`config.mk`:
```
export PLATFORM = sky130hd
export DESIGN_NAME = load_extend_ctrl
export DESIGN_NICKNAME = d
export VERILOG_FILES = /design/src/rtl/load_extend_ctrl.sv
export SDC_FILE = /design/constraint.sdc
export NUM_CORES = 1
export LEC_CHECK = 0
export CORE_AREA = 2 2 98 100
export CTS_CLUSTER_DIAMETER = 150
export DETAILED_ROUTE_END_ITERATION = 8
export DIE_AREA = 0 0 100 102
export GPL_TIMING_DRIVEN = 0
export HOLD_SLACK_MARGIN = 0.05
export PLACE_DENSITY = 0.76
export SLEW_MARGIN = 20
export SYNTH_ARGS = -nofsm -noshare
export SYNTH_HDL_FRONTEND = slang
export SYNTH_SLANG_ARGS = --single-unit
```
`constraint.sdc`:
```
create_clock -name Clk -period 1.9 [get_ports Clk]
set_input_delay 0.19 -clock Clk [delete_from_list [all_inputs] [get_ports Clk]]
set_output_delay 0.19 -clock Clk [all_outputs]
set_load 0.01 [all_outputs]
```
`src/rtl/load_extend_ctrl.sv`:
```
// Load sequencer between the MEM stage and data memory: issues one aligned word read
// per load, then selects and sign/zero-extends the addressed byte/halfword for writeback.
module load_extend_ctrl #(
  parameter int MEM_TIMEOUT = 16
) (
  input  logic        Clk,
  input  logic        Reset_n,
  input  logic        LdValid,
  output logic        LdReady,
  input  logic [1:0]  LdSize,
  input  logic        LdUnsigned,
  input  logic [31:0] LdAddr,
  input  logic [4:0]  LdRd,
  output logic        MemReq,
  output logic [31:0] MemAddr,
  input  logic        MemAck,
  input  logic [31:0] MemRdata,
  output logic        WbValid,
  output logic [31:0] WbData,
  output logic [4:0]  WbRd,
  output logic        Stall,
  output logic        AlignErr,
  output logic        TimeoutErr,
  output logic [1:0]  dbg_state
);

  // Handshake: a load transfers on the rising edge where LdValid & LdReady are both 1;
  // LdReady is high only in IDLE and LdValid is ignored at all other times (no queueing).

  localparam int CW = $clog2(MEM_TIMEOUT + 1);

  typedef enum logic [1:0] {
    S_IDLE = 2'd0,
    S_REQ  = 2'd1,
    S_WB   = 2'd2,
    S_ERR  = 2'd3
  } state_t;

  state_t        state_q, state_d;
  logic [CW-1:0] cnt_q;
  logic [1:0]    size_q;
  logic          uns_q;
  logic [1:0]    off_q;
  logic [4:0]    rd_q;
  logic          err_to_q;

  logic          accept;
  logic          misaligned;
  logic          timeout_hit;
  logic          ack_hit;
  logic [7:0]    byte_sel;
  logic [15:0]   half_sel;
  logic [31:0]   ext_data;

  assign accept     = (state_q == S_IDLE) && LdValid;
  assign misaligned = ((LdSize == 2'b01) && LdAddr[0])
                    | ((LdSize == 2'b10) && (LdAddr[1:0] != 2'b00))
                    | (LdSize == 2'b11);
  assign ack_hit     = (state_q == S_REQ) && MemAck;
  // An ack in the last permitted cycle still wins over the timeout.
  assign timeout_hit = (state_q == S_REQ) && !MemAck && (cnt_q == CW'(MEM_TIMEOUT - 1));

  always_comb begin
    state_d = state_q;
    case (state_q)
      S_IDLE: if (LdValid) state_d = misaligned ? S_ERR : S_REQ;
      S_REQ: begin
        if (MemAck)           state_d = S_WB;
        else if (timeout_hit) state_d = S_ERR;
      end
      S_WB:    state_d = S_IDLE;
      S_ERR:   state_d = S_IDLE;
      default: state_d = S_IDLE;
    endcase
  end

  always_ff @(posedge Clk or negedge Reset_n) begin
    if (!Reset_n) state_q <= S_IDLE;
    else          state_q <= state_d;
  end

  // Little-endian lane selection from the word returned by memory.
  always_comb begin
    byte_sel = 8'h00;
    case (off_q)
      2'd0: byte_sel = MemRdata[7:0];
      2'd1: byte_sel = MemRdata[15:8];
      2'd2: byte_sel = MemRdata[23:16];
      2'd3: byte_sel = MemRdata[31:24];
      default: byte_sel = 8'h00;
    endcase
    half_sel = off_q[1] ? MemRdata[31:16] : MemRdata[15:0];
    case (size_q)
      2'b00:   ext_data = uns_q ? {24'h0, byte_sel} : {{24{byte_sel[7]}}, byte_sel};
      2'b01:   ext_data = uns_q ? {16'h0, half_sel} : {{16{half_sel[15]}}, half_sel};
      default: ext_data = MemRdata;
    endcase
  end

  always_ff @(posedge Clk or negedge Reset_n) begin
    if (!Reset_n) begin
      cnt_q    <= '0;
      size_q   <= 2'b00;
      uns_q    <= 1'b0;
      off_q    <= 2'b00;
      rd_q     <= 5'd0;
      MemAddr  <= 32'h0;
      err_to_q <= 1'b0;
      WbData   <= 32'h0;
      WbRd     <= 5'd0;
    end else begin
      if (accept) begin
        cnt_q    <= '0;
        size_q   <= LdSize;
        uns_q    <= LdUnsigned;
        off_q    <= LdAddr[1:0];
        rd_q     <= LdRd;
        MemAddr  <= {LdAddr[31:2], 2'b00};
        err_to_q <= 1'b0;
      end else if (state_q == S_REQ) begin
        cnt_q <= cnt_q + CW'(1);
      end
      if (timeout_hit) err_to_q <= 1'b1;
      if (ack_hit) begin
        WbData <= ext_data;
        WbRd   <= rd_q;
      end
    end
  end

  assign LdReady    = (state_q == S_IDLE);
  assign Stall      = ~LdReady;
  assign MemReq     = (state_q == S_REQ);
  assign WbValid    = (state_q == S_WB);
  assign AlignErr   = (state_q == S_ERR) && !err_to_q;
  assign TimeoutErr = (state_q == S_ERR) && err_to_q;
  assign dbg_state  = state_q;

endmodule

```
==> impl_metrics.py <==
metrics = {
    "status": {
        "outcome": "finished clean",
    },
    "clocking": {
        "clk_latency_ns": 0.35,
        "cts_tree": "built",
        "cts_max_path_buffers": 2,
        "cts-buffers-inserted": 9,
        "clkSinkCount": 85,
        "htreeDepth": 3,
        "cts-root-buf": "clkbuf_8",
        "path_clk_slew_ns": 0.09,
    },
    "setup_path": {
        "cp.arrival_ns": 2.05,
        "critPathKind": "reg -> reg",
        "crit_fanout": 10,
        "critPathSlowestCell": "dfrtp_2",
        "cp.required_ns": 2.14,
        "cp_slowest_stage_delay_ns": 0.48,
        "worstSetupStartpointType": "flip-flop",
        "cp-startpoint": "dbg_state[1]",
        "r2r-start": "dbg_state[1]",
        "path_cells": "nand2b_1, inv_1, nand2_2, o31ai_4, buf_4, a21oi_1",
        "cp-end-kind": "flip-flop",
    },
    "pwr": {
        "peakVddDrop_uv": 857.7,
        "p_int_w": 0.005938,
        "switching_share_pct": 36.75,
        "p_per_area_nw_per_um2": 1625,
        "combPwrFrac_pct": 48.6,
        "p_switching_w": 0.003450,
        "power_frac_seq_pct": 34.3,
        "leakage_nw": 2.662,
        "clkPwrFrac_pct": 17.2,
    },
    "timing": {
        "hold_violations": 0,
        "finalMaxSlewViolations": 0,
        "tightest_slew_ns": 0.5357,
        "setup_violations": 0,
        "fin_skew_ns": 0.01026,
        "finalCriticalPeriod_ns": 1.810,
        "tns_ns": 0,
        "rsz0062_at_grt": "yes",
        "timing.fmax_mhz": 552.5,
        "timing.final.ws_setup_ns": 0.09003,
        "period_share_pct": 95.26,
        "slew_headroom_pct": 64.29,
    },
    "routing": {
        "antenna_left": 0,
        "drc": 0,
        "firstDrtPassIters": 4,
        "vias_per_cell": 5.051,
        "totalWireLength_um": 11210,
        "wl_per_cell_um": 15.90,
        "vias": 3561,
        "drt_iter0_drc": 146,
    },
    "place": {
        "dp_hpwl_um": 8409,
        "place_congestion": 0.8768,
        "dp_cells": 687,
        "pre_cts_ws_ns": -0.2742,
        "numPortBuffers": 150,
    },
    "logic_synthesis": {
        "netlist_instances": 424,
        "synth_area_leaders": "dfrtp_1 (56%), nand2_1 (16%), a21oi_1 (4.5%)",
        "syn_avg_cell_area_um2": 8.980,
        "synth_top_area_share_pct": 55.87,
        "yosysSeqAreaShare_pct": 55.87,
        "ys_types": 37,
        "synth_warnings": 0,
        "netlist_area_um2": 3807,
        "synth_top_area_cell": "dfrtp_1",
        "ys_seq_elements": 85,
    },
    "final_layout": {
        "finalNetCount": 667,
        "final_layout_size_suffix_gt1_share_pct": 6.229,
        "area_delta_synth_final_pct": 51.73,
        "diodes": 0,
        "fin_cells": 705,
    },
    "global_routing": {
        "grtUsageTotal_pct": 23.37,
        "busiest_layer": "met2",
        "grt_use_met3_pct": 8.208,
        "grt_pass1_vias": 3694,
        "grt_use_met1_pct": 30.37,
        "grt_max_degree": 47,
        "grt_overflow": 0,
        "antenna_found_initial": 0,
        "globalRouteMet2Util_pct": 36.85,
        "grt_pass1_wl_um": 18530,
    },
    "die": {
        "start_util_pct": 41.80,
        "core-area_um2": 9109,
        "die_h_um": 102,
        "rows": 35,
        "ios": 153,
        "die_area_um2": 10200,
        "die_w_um": 100,
    },
    "worst_hold_path": {
        "hold_class": "in -> async",
    },
    "flow_run": {
        "maxCapViolCount": 0,
    },
}
[kinds of logic after synthesis]
logic type	count (synthesis)	share of synthesized area, %
fa+ha+maj	2	0.6571
compound gates	78	13.54
flops	85	55.87
simple gates	214	22.77
buf+inv	33	3.812
mux	11	3.253
other cells	1	0.09849
[layout make-up]
| class | count | area, µm² |
|---|---|---|
| Buffer | 29 | 133.9 |
| Clock buffer | 11 | 151.4 |
| Clock inverter | 5 | 106.4 |
| Fill cell | 780 | 3332 |
| Inverter | 3 | 11.26 |
| Multi-Input combinational cell | 307 | 1549 |
| Sequential cell | 85 | 2130 |
| Tap cell | 111 | 138.9 |
| Timing Repair Buffer | 154 | 1556 |
[cells in the mapped netlist]
cell type  number
nor2_1         31
nand3_1         1
mux2i_1         9
buf_1           1
buf_4           2
mux4_2          1
and3b_1         1
o31ai_4         1
a31oi_1         8
o21ai_1         1
nor2b_1         4
conb_1          1
o31ai_1         1
a21oi_1        34
nand4_1         1
a22o_1          3
a32oi_1         8
nand2b_1        3
nor3b_2         1
dfrtp_1        85
buf_2           5
clkbuf_1       21
a2bb2oi_1       7
and3_1          2
ha_1            2
or3_1           1
o21bai_1        1
nor3b_1         1
mux2_2          1
nor3_1          7
buf_6           1
inv_1           3
a211o_1         7
nand2_1       158
nand3b_1        1
o21ai_0         7
and2_1          2
[worst max-delay path: cells and delay by family (launching register included)]
kind            cells  cell delay, ns
compound gates      2            0.45
simple gates        2            0.42
flops               1            0.48
buf+inv             2            0.34
[flip-flops by register name, indices dropped and copies added, names as in the netlist]
name and cells:
off_q 2, rd_q 5, uns_q 1, size_q 2
WbData 32, MemAddr 30, cnt_q 5, WbRd 5
err_to_q 1, dbg_state 2
[metrics by stage]
| step | instance area, µm² | hold WS (ns) | utilization, % | total power, W |
|---|---|---|---|---|
| 6_report | 5777 | 0.3569 | 63.42 | 0.009388 |
| 5_1_grt | 5777 | 0.3447 | 63.42 | 0.01009 |
| 4_1_cts | 5753 | 0.3366 | 63.16 | 0.009426 |
| 3_5_place_dp | 5477 | 0.2071 | 60.12 | 0.007763 |
| 3_3_place_gp | 5451 | 0.4485 | 59.85 | 0.007636 |
| 2_1_floorplan | 3811 | -0.1056 | - | 0.005396 |
[power by group through the flow]
stage	combinational [W]	clock (W)	sequential [W]
floorplan	0.00190	0	0.00350
global placement	0.00445	0	0.00319
detailed placement	0.00453	0	0.00323
CTS	0.00457	0.00165	0.00321
global route	0.00503	0.00173	0.00333
finish	0.00456	0.00161	0.00322
[routing by layer]
layer | vias up | share of wire (%)
met1 | 1659 | 42
met2 | 160 | 46
met4 | 0 | 1.3
met5 | - | 0
li1 | 1730 | -
met3 | 12 | 11
[placed cells by master (no fill, tap or decap), types with 4 or more instances in the layout]
cell,count
nor2b_1,4
clkbuf_8,11
nor3_1,7
a31oi_1,8
o21ai_0,7
mux2i_1,9
a211o_1,7
buf_2,4
nand2_1,157
nor2_1,30
buf_4,5
a2bb2oi_1,7
a21oi_1,34
dfrtp_1,83
a32oi_1,8
clkbuf_1,19
clkdlybuf4s50_1,147
[worst paths after layout]
check	to	cells after the start	slack (ns)
worst max-delay path	WbData[16]	6	0.09
worst min-delay path	WbData[27]	2	0.36
worst max register to register	WbData[16]	6	0.09
worst min register to register	WbRd[3]	2	0.48
max in group asynchronous	off_q[1]	3	0.91
min in group Clk	MemAddr[8]	3	0.36
[repair_timing]
item / 4_1_cts / 5_1_grt
pin swaps: 1 / 1
hold buffers: 1 / 0
buffers inserted: 1 / 1
setup endpoints to repair: 18 / 56
hold endpoints to repair: 39 / 0
resized for setup: 1 / 9
Power figures use the tool's default switching activity.
